==> config.mk <==
export PLATFORM = sky130hd
export DESIGN_NAME = serial_bus_arbiter
export DESIGN_NICKNAME = d
export VERILOG_FILES = /design/src/rtl/serial_bus_arbiter.sv
export SDC_FILE = /design/constraint.sdc
export NUM_CORES = 1
export LEC_CHECK = 0
export ABC_AREA = 0
export CORE_MARGIN = 10
export CORE_UTILIZATION = 55
export CTS_BUF_LIST = sky130_fd_sc_hd__clkbuf_4 sky130_fd_sc_hd__clkbuf_8 sky130_fd_sc_hd__clkbuf_16
export CTS_CLUSTER_DIAMETER = 150
export DETAILED_ROUTE_END_ITERATION = 7
export PLACE_DENSITY = 0.92
export SLEW_MARGIN = 25
export SYNTH_ARGS = -nofsm -noshare
export SYNTH_HDL_FRONTEND = slang
export SYNTH_SLANG_ARGS = --single-unit
==> constraint.sdc <==
create_clock -name clk -period 3.1 [get_ports clk]
set_input_delay 0.31 -clock clk [delete_from_list [all_inputs] [get_ports clk]]
set_output_delay 0.31 -clock clk [all_outputs]
set_load 0.005 [all_outputs]
==> src/rtl/serial_bus_arbiter.sv <==
// Two-master serial bus arbiter: round-robin admission, bit-serial slave ID
// receive, range check, one-cycle grant, bus hold with valid timeout.
module serial_bus_arbiter #(
    parameter int SLAVE_LEN   = 2,
    parameter int SLAVE_COUNT = 3,
    parameter int TIMEOUT     = 16
) (
    input  logic                 clk,
    input  logic                 reset,
    input  logic                 m1_request,
    input  logic                 m2_request,
    input  logic                 m1_slave_select,
    input  logic                 m2_slave_select,
    input  logic                 m1_master_valid,
    input  logic                 m2_master_valid,
    input  logic                 m1_master_ready,
    input  logic                 m2_master_ready,
    output logic                 m1_arbiter_busy,
    output logic                 m2_arbiter_busy,
    output logic                 m1_grant,
    output logic                 m2_grant,
    output logic                 reject,
    output logic                 timeout,
    output logic                 bus_busy,
    output logic                 master_sel,
    output logic [SLAVE_LEN-1:0] slave_sel,
    output logic                 slave_sel_valid
);
    localparam int BCW = $clog2(SLAVE_LEN + 1);
    localparam int TCW = $clog2(TIMEOUT + 1);
    localparam logic [BCW-1:0]     BIT_LAST  = BCW'(SLAVE_LEN);
    localparam logic [TCW-1:0]     TO_LIMIT  = TCW'(TIMEOUT);
    localparam logic [SLAVE_LEN:0] SLV_LIMIT = (SLAVE_LEN + 1)'(SLAVE_COUNT);

    typedef enum logic [2:0] {S_IDLE, S_RX_SELECT, S_CHECK, S_GRANT, S_BUSY} state_t;

    state_t               state_q, state_d;
    logic [BCW-1:0]       bit_cnt_q, bit_cnt_d;
    logic [TCW-1:0]       to_cnt_q, to_cnt_d;
    logic                 last_granted_q, last_granted_d;
    logic                 valid_seen_q, valid_seen_d;
    logic                 m1_busy_q, m1_busy_d, m2_busy_q, m2_busy_d;
    logic                 m1_grant_q, m1_grant_d, m2_grant_q, m2_grant_d;
    logic                 reject_q, reject_d, timeout_q, timeout_d;
    logic                 bus_busy_q, bus_busy_d;
    logic                 master_sel_q, master_sel_d;
    logic [SLAVE_LEN-1:0] slave_sel_q, slave_sel_d;
    logic                 slave_sel_valid_q, slave_sel_valid_d;

    logic                 w_request, w_select, w_valid, w_ready, release_bus, winner;
    logic [SLAVE_LEN:0]   shift_in;

    // Only the current owner's inputs are looked at; the loser is ignored.
    assign w_request = master_sel_q ? m2_request      : m1_request;
    assign w_select  = master_sel_q ? m2_slave_select : m1_slave_select;
    assign w_valid   = master_sel_q ? m2_master_valid : m1_master_valid;
    assign w_ready   = master_sel_q ? m2_master_ready : m1_master_ready;

    always_comb begin
        state_d           = state_q;
        bit_cnt_d         = bit_cnt_q;
        to_cnt_d          = to_cnt_q;
        last_granted_d    = last_granted_q;
        valid_seen_d      = valid_seen_q;
        m1_busy_d         = m1_busy_q;
        m2_busy_d         = m2_busy_q;
        m1_grant_d        = 1'b0;
        m2_grant_d        = 1'b0;
        reject_d          = 1'b0;
        timeout_d         = 1'b0;
        bus_busy_d        = bus_busy_q;
        master_sel_d      = master_sel_q;
        slave_sel_d       = slave_sel_q;
        slave_sel_valid_d = slave_sel_valid_q;
        release_bus       = 1'b0;
        winner            = 1'b0;
        shift_in          = {w_select, slave_sel_q};

        case (state_q)
            S_IDLE: begin
                m1_busy_d         = 1'b0;
                m2_busy_d         = 1'b0;
                bus_busy_d        = 1'b0;
                slave_sel_valid_d = 1'b0;
                if (m1_request || m2_request) begin
                    winner       = m1_request ? (m2_request ? ~last_granted_q : 1'b0) : 1'b1;
                    master_sel_d = winner;
                    m1_busy_d    = winner;
                    m2_busy_d    = ~winner;
                    bit_cnt_d    = '0;
                    state_d      = S_RX_SELECT;
                end
            end
            S_RX_SELECT: begin
                if (!w_request) begin
                    m1_busy_d = 1'b0;
                    m2_busy_d = 1'b0;
                    state_d   = S_IDLE;
                end else begin
                    // LSB arrives first, so shift right and enter at the top.
                    slave_sel_d = shift_in[SLAVE_LEN:1];
                    bit_cnt_d   = bit_cnt_q + BCW'(1);
                    if (bit_cnt_d == BIT_LAST)
                        state_d = S_CHECK;
                end
            end
            S_CHECK: begin
                if ({1'b0, slave_sel_q} >= SLV_LIMIT) begin
                    reject_d  = 1'b1;
                    m1_busy_d = 1'b0;
                    m2_busy_d = 1'b0;
                    state_d   = S_IDLE;
                end else begin
                    m1_grant_d        = ~master_sel_q;
                    m2_grant_d        = master_sel_q;
                    bus_busy_d        = 1'b1;
                    slave_sel_valid_d = 1'b1;
                    state_d           = S_GRANT;
                end
            end
            S_GRANT: begin
                to_cnt_d     = '0;
                valid_seen_d = 1'b0;
                state_d      = S_BUSY;
            end
            S_BUSY: begin
                if (valid_seen_q || w_valid) begin
                    valid_seen_d = 1'b1;
                    release_bus  = w_ready && !w_valid;
                end else begin
                    to_cnt_d = to_cnt_q + TCW'(1);
                    if (to_cnt_d == TO_LIMIT) begin
                        timeout_d   = 1'b1;
                        release_bus = 1'b1;
                    end
                end
            end
            default: state_d = S_IDLE;
        endcase

        if (release_bus) begin
            state_d           = S_IDLE;
            bus_busy_d        = 1'b0;
            slave_sel_valid_d = 1'b0;
            m1_busy_d         = 1'b0;
            m2_busy_d         = 1'b0;
            last_granted_d    = master_sel_q;
        end
    end

    always_ff @(posedge clk or posedge reset) begin
        if (reset) begin
            state_q           <= S_IDLE;
            bit_cnt_q         <= '0;
            to_cnt_q          <= '0;
            last_granted_q    <= 1'b1;
            valid_seen_q      <= 1'b0;
            m1_busy_q         <= 1'b0;
            m2_busy_q         <= 1'b0;
            m1_grant_q        <= 1'b0;
            m2_grant_q        <= 1'b0;
            reject_q          <= 1'b0;
            timeout_q         <= 1'b0;
            bus_busy_q        <= 1'b0;
            master_sel_q      <= 1'b0;
            slave_sel_q       <= '0;
            slave_sel_valid_q <= 1'b0;
        end else begin
            state_q           <= state_d;
            bit_cnt_q         <= bit_cnt_d;
            to_cnt_q          <= to_cnt_d;
            last_granted_q    <= last_granted_d;
            valid_seen_q      <= valid_seen_d;
            m1_busy_q         <= m1_busy_d;
            m2_busy_q         <= m2_busy_d;
            m1_grant_q        <= m1_grant_d;
            m2_grant_q        <= m2_grant_d;
            reject_q          <= reject_d;
            timeout_q         <= timeout_d;
            bus_busy_q        <= bus_busy_d;
            master_sel_q      <= master_sel_d;
            slave_sel_q       <= slave_sel_d;
            slave_sel_valid_q <= slave_sel_valid_d;
        end
    end

    assign m1_arbiter_busy = m1_busy_q;
    assign m2_arbiter_busy = m2_busy_q;
    assign m1_grant        = m1_grant_q;
    assign m2_grant        = m2_grant_q;
    assign reject          = reject_q;
    assign timeout         = timeout_q;
    assign bus_busy        = bus_busy_q;
    assign master_sel      = master_sel_q;
    assign slave_sel       = slave_sel_q;
    assign slave_sel_valid = slave_sel_valid_q;
endmodule
==> results of run 1 <==
per-layer routing:
layer  vias up  track usage  wire length [µm]  share of wire
met1       450        0.162              1060           0.42
met2        31        0.196              1230           0.49
li1        458            -                 -              -
met5         -            0                 0              0
met4         0       0.0576                35          0.014
met3         5       0.0390               201          0.079
flip-flops by register name (all words and copies together) (netlist names), 2 cells and up:
name	count
bit_cnt_q	2
state_q	3
to_cnt_q	5
slave_sel	2
layout make-up:
type / instances / area, µm²
clock buffer: 3 / 22.5
sequential: 22 / 552
clock inverter: 1 / 30.0
timing repair buffer: 20 / 200
fill: 142 / 577
tap: 27 / 33.8
inverter: 5 / 18.8
multi-input combinational: 84 / 568
power groups by stage:
stage / sequential (mW) / clock [mW] / combinational, mW
floorplan: 0.475 / 0 / 0.334
global placement: 0.509 / 0 / 0.451
detailed placement: 0.516 / 0 / 0.467
CTS: 0.513 / 0.226 / 0.474
global route: 0.535 / 0.242 / 0.530
finish: 0.516 / 0.222 / 0.469
path summary, 6_finish.rpt:
path / start / endpoint / slack, ns / cells past startpoint
max: state_q[1]$_DFFE_PP0P_ / to_cnt_q[4]$_DFFE_PP0P_ / 1.22 / 4
min: reset / bit_cnt_q[1]$_DFFE_PP0P_ / 0.44 / 2
max reg2reg: state_q[1]$_DFFE_PP0P_ / to_cnt_q[4]$_DFFE_PP0P_ / 1.22 / 4
min reg2reg: bit_cnt_q[0]$_DFFE_PP0P_ / bit_cnt_q[0]$_DFFE_PP0P_ / 0.52 / 1
max in group asynchronous: reset / to_cnt_q[0]$_DFFE_PP0P_ / 2.17 / 2
min in group clk: bit_cnt_q[0]$_DFFE_PP0P_ / bit_cnt_q[0]$_DFFE_PP0P_ / 0.52 / 1
cell families after synthesis:
family | count (synthesis) | synth area share
compound gates | 31 | 0.193
xor+xnor | 2 | 0.0150
fa+ha+maj | 3 | 0.0321
buf+inv | 10 | 0.0438
flops | 22 | 0.471
mux | 7 | 0.0620
simple gates | 41 | 0.183
metrics by stage:
stage          hold slack (ns)  utilization  total power, mW  std cells
5_1_grt                  0.495        0.712             1.31        162
4_1_cts                  0.475        0.712             1.21        162
3_5_place_dp             0.506        0.686            0.984        158
3_3_place_gp             0.470        0.686            0.960        158
6_report                 0.435        0.712             1.21        162
2_1_floorplan            0.298            -            0.809        116
synthesized netlist by cell type, drive strengths merged, types with 2 or more instances:
library cell	instances
o21ai	9
nand2b	4
nor2	5
a22o	2
nand3	5
mux2i	5
nor4	2
o21a	3
inv	5
or3	2
nor2b	2
dfrtp	21
o31ai	3
buf	4
and2	2
nor3	5
nand3b	2
nand2	11
mux2	2
a21oi	4
ha	3
cells in the final DEF, fill, tap and decap left out, types with 3 or more instances in the layout:
cell	instances
clkdlybuf4s50_1	20
dfrtp_1	21
o21ai_1	4
clkbuf_4	3
nand2b_1	4
mux2i_1	5
ha_1	3
inv_1	5
nand3_1	5
o21ai_0	5
nor2_1	5
o21a_1	3
nor3_1	4
nand2_1	11
a21oi_1	4
critical path, delay by kind of cell, from the launching register on:
family           cells  cell delay, ns
AO/OA/AOI/OAI        3            0.74
AND/OR/NAND/NOR      1            0.55
flip-flops           1            0.50
==> impl_metrics.tcl, run 1 <==
set metrics [dict create \
    synth.cell_area_um2 1170 \
    fp.dieW_um 66.1 \
    rsz0062_at_grt "false" \
    netlist.area_leader.share 0.449 \
    root_buffer "clkbuf_4" \
    port_buffers 20 \
    maxCapViolCount 0 \
    grt_max_degree 23 \
    setup_viol 0 \
    crit_fanout 10 \
    area_growth_pct 21.7 \
    drc 0 \
    start_util 0.585 \
    ys_warn_count 0 \
    worst_pin_slew_ns 0.808 \
    ir_worst_vdd_mv 0.553 \
    period_share 0.607 \
    cts_tree "built" \
    crit_path_end_kind "flop" \
    syn-num-nets 129 \
    coreArea_um2 2000 \
    p_int_mw 0.764 \
    finalCriticalPeriod_ns 1.88 \
    yosys.area.top_type "dfrtp_1" \
    p_leak_nw 0.651 \
    ys.flop_type "dfrtp_1" \
    p_switching_mw 0.443 \
    drtPass1Iterations 4 \
    finalWorstSetupSlack_ns 1.22 \
    clkLatencyLatePin_ns 0.32 \
    n_antenna_cell 0 \
    dp_hpwl_um 1880 \
    drt-wirelength-per-cell_um 15.6 \
    grt_pass1_wl_um 4410 \
    ys_ff_latch 22 \
    drtIter0Drc 48 \
    hold_buffers 0 \
    worstPathRequired_ns 3.32 \
    ctsResizeCount 0 \
    synth-edff-count 0 \
    crit_path_cell_trace "or3b_1 > o31ai_4 > a21bo_1 > a22o_1" \
    vias_per_cell 5.83 \
    numCtsBuffers 3 \
    clk_pin_slew_ns 0.12 \
    wl_um 2530 \
    max_slew_margin 0.460 \
    grt_pass1_vias 908 \
    cts_buffer_depth 2 \
    tns_ns 0 \
    synthTopCellsByArea "dfrtp_1 45%, mux2i_1 4.3%, nand2_1 3.5%, ha_1 3.2%, dfstp_2 2.2%" \
    skew_ns 0.00479 \
    path_class "reg -> reg" \
    fmax_mhz 531 \
    ys_seq_area_frac 0.471 \
    post_dp_cell_area_um2 1370 \
    cts_sinks 22 \
    ioPinCount 21 \
    syn_area_per_cell_um2 10.1 \
    place_ws_ns 1.26 \
    cts_setup_buffers 0 \
    hp-class "in -> async" \
    gp_congestion 0.903 \
    comb_power_share 0.389 \
    syn_inst 116 \
    switching_share 0.367 \
    synth_cell_types 41 \
    drive_above_1_share 0.0667 \
    power_frac_seq 0.427 \
    status "complete, no violations" \
    fin_nets 149 \
    die_area_um2 4380 \
    final_area_um2 1430 \
    maxSlewViolCount 0 \
    rows 16 \
    die_y_um 66.1 \
    crit_path_start_kind "flop" \
    cp_slowest_cell "or3b_1" \
    critPathArrivalTime_ns 2.10 \
    clkPwrFrac 0.184 \
    cpPeakStageDelay_ns 0.55 \
    antenna_found_initial 0 \
    h-tree-depth 1 \
    grt_remaining_overflow 0 \
    dr_total_vias 944 \
    drtAntennaViolNets 0 \
    power_density_nw_per_um2 847 \
    async_flop_share 1.00 \
    grt_usage 0.129 \
    hold_viol_final 0 \
]
Power figures use the tool's default switching activity.
==> run 2: changes to the inputs <==
- CORE_UTILIZATION: 55 -> 46
- PLACE_DENSITY: 0.92 -> 0.83
- clock period: 3.1 -> 1.57 ns (I/O delays scaled with it)
==> run 2 against run 1 <==
  * The run now ends with negative setup slack left
  * Combinational power rose to 3.0 times the previous value
  * Utilization down 2.4 points
  * Clock skew is 0.00053 ns higher
  * Clock power up 47%
  * Critical path type unchanged
==> impl_metrics.tcl, run 2 (synthesis results as in run 1) <==
set metrics [dict create \
    status "finished, violations left" \
    violations "negative setup slack" \
    grt_pass1_vias 1019 \
    rr_worst_depth 5 \
    ir_worst_vdd_mv 1.20 \
    numCtsBuffers 3 \
    die_y_um 70.5 \
    crit_path_start_kind "flop" \
    p_leak_nw 0.772 \
    r2r_end "last_granted_q$_DFFE_PP1P_" \
    clk_pin_slew_ns 0.13 \
    rsz0062_at_grt "true" \
    drtAntennaViolNets 0 \
    largest_register_ffs 5 \
    reg_top3 "to_cnt_q x5, state_q x3" \
    fin_nets 171 \
    regToRegStartpoint "to_cnt_q[1]$_DFFE_PP0P_" \
    finalWorstSetupSlack_ns -0.0604 \
    drtPass1Iterations 4 \
    max_flop_register "to_cnt_q" \
    gp_congestion 0.832 \
    drt-wirelength-per-cell_um 17.1 \
    start_util 0.477 \
    coreArea_um2 2450 \
    fillCellCount 169 \
    port_buffers 20 \
    rows 18 \
    post_dp_cell_area_um2 1540 \
    cts_buffer_depth 2 \
    maxCapViolCount 0 \
    n_antenna_cell 0 \
    critPathArrivalTime_ns 1.90 \
    crit_fanout 4 \
    final_area_um2 1690 \
    hp-class "in -> async" \
    drive_above_1_share 0.306 \
    seqCellArea_um2 553 \
    root_buffer "clkbuf_4" \
    ioPinCount 21 \
    power_density_nw_per_um2 1600 \
    tns_ns -0.143 \
    fp.dieW_um 70.5 \
    die_area_um2 4960 \
    grt_pass1_wl_um 4950 \
    reg2reg_slack_ns -0.06 \
    worst_pin_slew_ns 0.411 \
    period_share 1.04 \
    h-tree-depth 1 \
    multi_input_area_um2 667 \
    wl_um 3200 \
    setup_viol 4 \
    final_cell_mix "20 x dfrtp_1, 20 x buf_4, 19 x clkdlybuf4s50_1" \
    dp_hpwl_um 2260 \
    clkLatencyLatePin_ns 0.32 \
    cts_sinks 22 \
    dr_total_vias 1069 \
    max_slew_margin 0.723 \
    area_growth_pct 44.1 \
    crit_path_end_kind "flop" \
    grt_usage 0.121 \
    fmax_mhz 613 \
    grt_remaining_overflow 0 \
    path_class "reg -> reg" \
    skew_ns 0.00532 \
    finalCriticalPeriod_ns 1.63 \
    maxSlewViolCount 0 \
    vias_per_cell 5.72 \
    antenna_found_initial 0 \
    cts_tree "built" \
    worstPathRequired_ns 1.84 \
    hold_viol_final 0 \
    drtIter0Drc 56 \
    drc 0 \
    grt_max_degree 15 \
]
-- run 2: critical path, cell delays in order, from the launching register on --
cell      delay, ns
dfrtp_1        0.44
ha_4           0.19
nand3b_1       0.16
mux2i_2        0.20
o211a_1        0.27
mux2_4         0.31
-- run 2: per-stage QoR --
| stage | cells | util | total power, mW | hold WS (ns) | worst slack (ns) |
|---|---|---|---|---|---|
| after floorplan | 116 | - | 1.61 | 0.145 | -0.133 |
| after global placement | 182 | 0.626 | 2.09 | 0.443 | -0.0778 |
| after detailed placement | 182 | 0.626 | 2.16 | 0.443 | -0.117 |
| after CTS | 187 | 0.661 | 2.57 | 0.0925 | -0.0316 |
| after global routing | 187 | 0.688 | 2.86 | 0.139 | -0.126 |
| final | 187 | 0.688 | 2.70 | 0.0811 | -0.0604 |
-- run 2: metal layers --
metal | share of wire | track usage | up-vias
li1 | - | - | 504
met3 | 0.076 | 0.0339 | 8
met2 | 0.48 | 0.193 | 42
met4 | 0.022 | 0.0526 | 0
met5 | 0 | 0 | -
met1 | 0.43 | 0.146 | 515
-- run 2: area by class of cell --
| class | instances | area share |
|---|---|---|
| repair buffers | 42 | 0.222 |
| flip-flops and latches | 22 | 0.328 |
| multi-input cells | 84 | 0.395 |
| inverters | 5 | 0.0111 |
| well taps | 30 | 0.0222 |
| clock buffers | 4 | 0.0215 |
-- run 2: where the power goes --
group	internal, mW	total, mW	switching (mW)
combinational	0.750	1.41	0.664
sequential	0.762	0.958	0.195
clock	0.142	0.326	0.184
-- run 2: how the worst max path moves through the flow --
stage                                 start                    endpoint  cells past startpoint
detailed placement          m1_master_valid     to_cnt_q[4]$_DFFE_PP0P_                      5
finish              to_cnt_q[1]$_DFFE_PP0P_  last_granted_q$_DFFE_PP1P_                      5
floorplan            state_q[1]$_DFFE_PP0P_     to_cnt_q[4]$_DFFE_PP0P_                      6
global placement    to_cnt_q[0]$_DFFE_PP0P_  last_granted_q$_DFFE_PP1P_                      5
global route        to_cnt_q[0]$_DFFE_PP0P_  last_granted_q$_DFFE_PP1P_                      5
CTS                 to_cnt_q[0]$_DFFE_PP0P_  last_granted_q$_DFFE_PP1P_                      5
-- run 2: repair_timing --
action | in CTS | in global routing
buffers inserted | 1 | 0
setup endpoints to repair | 12 | 14
gates resized for setup | 10 | 14
hold buffers | 0 | 0
pin swaps | 3 | 4
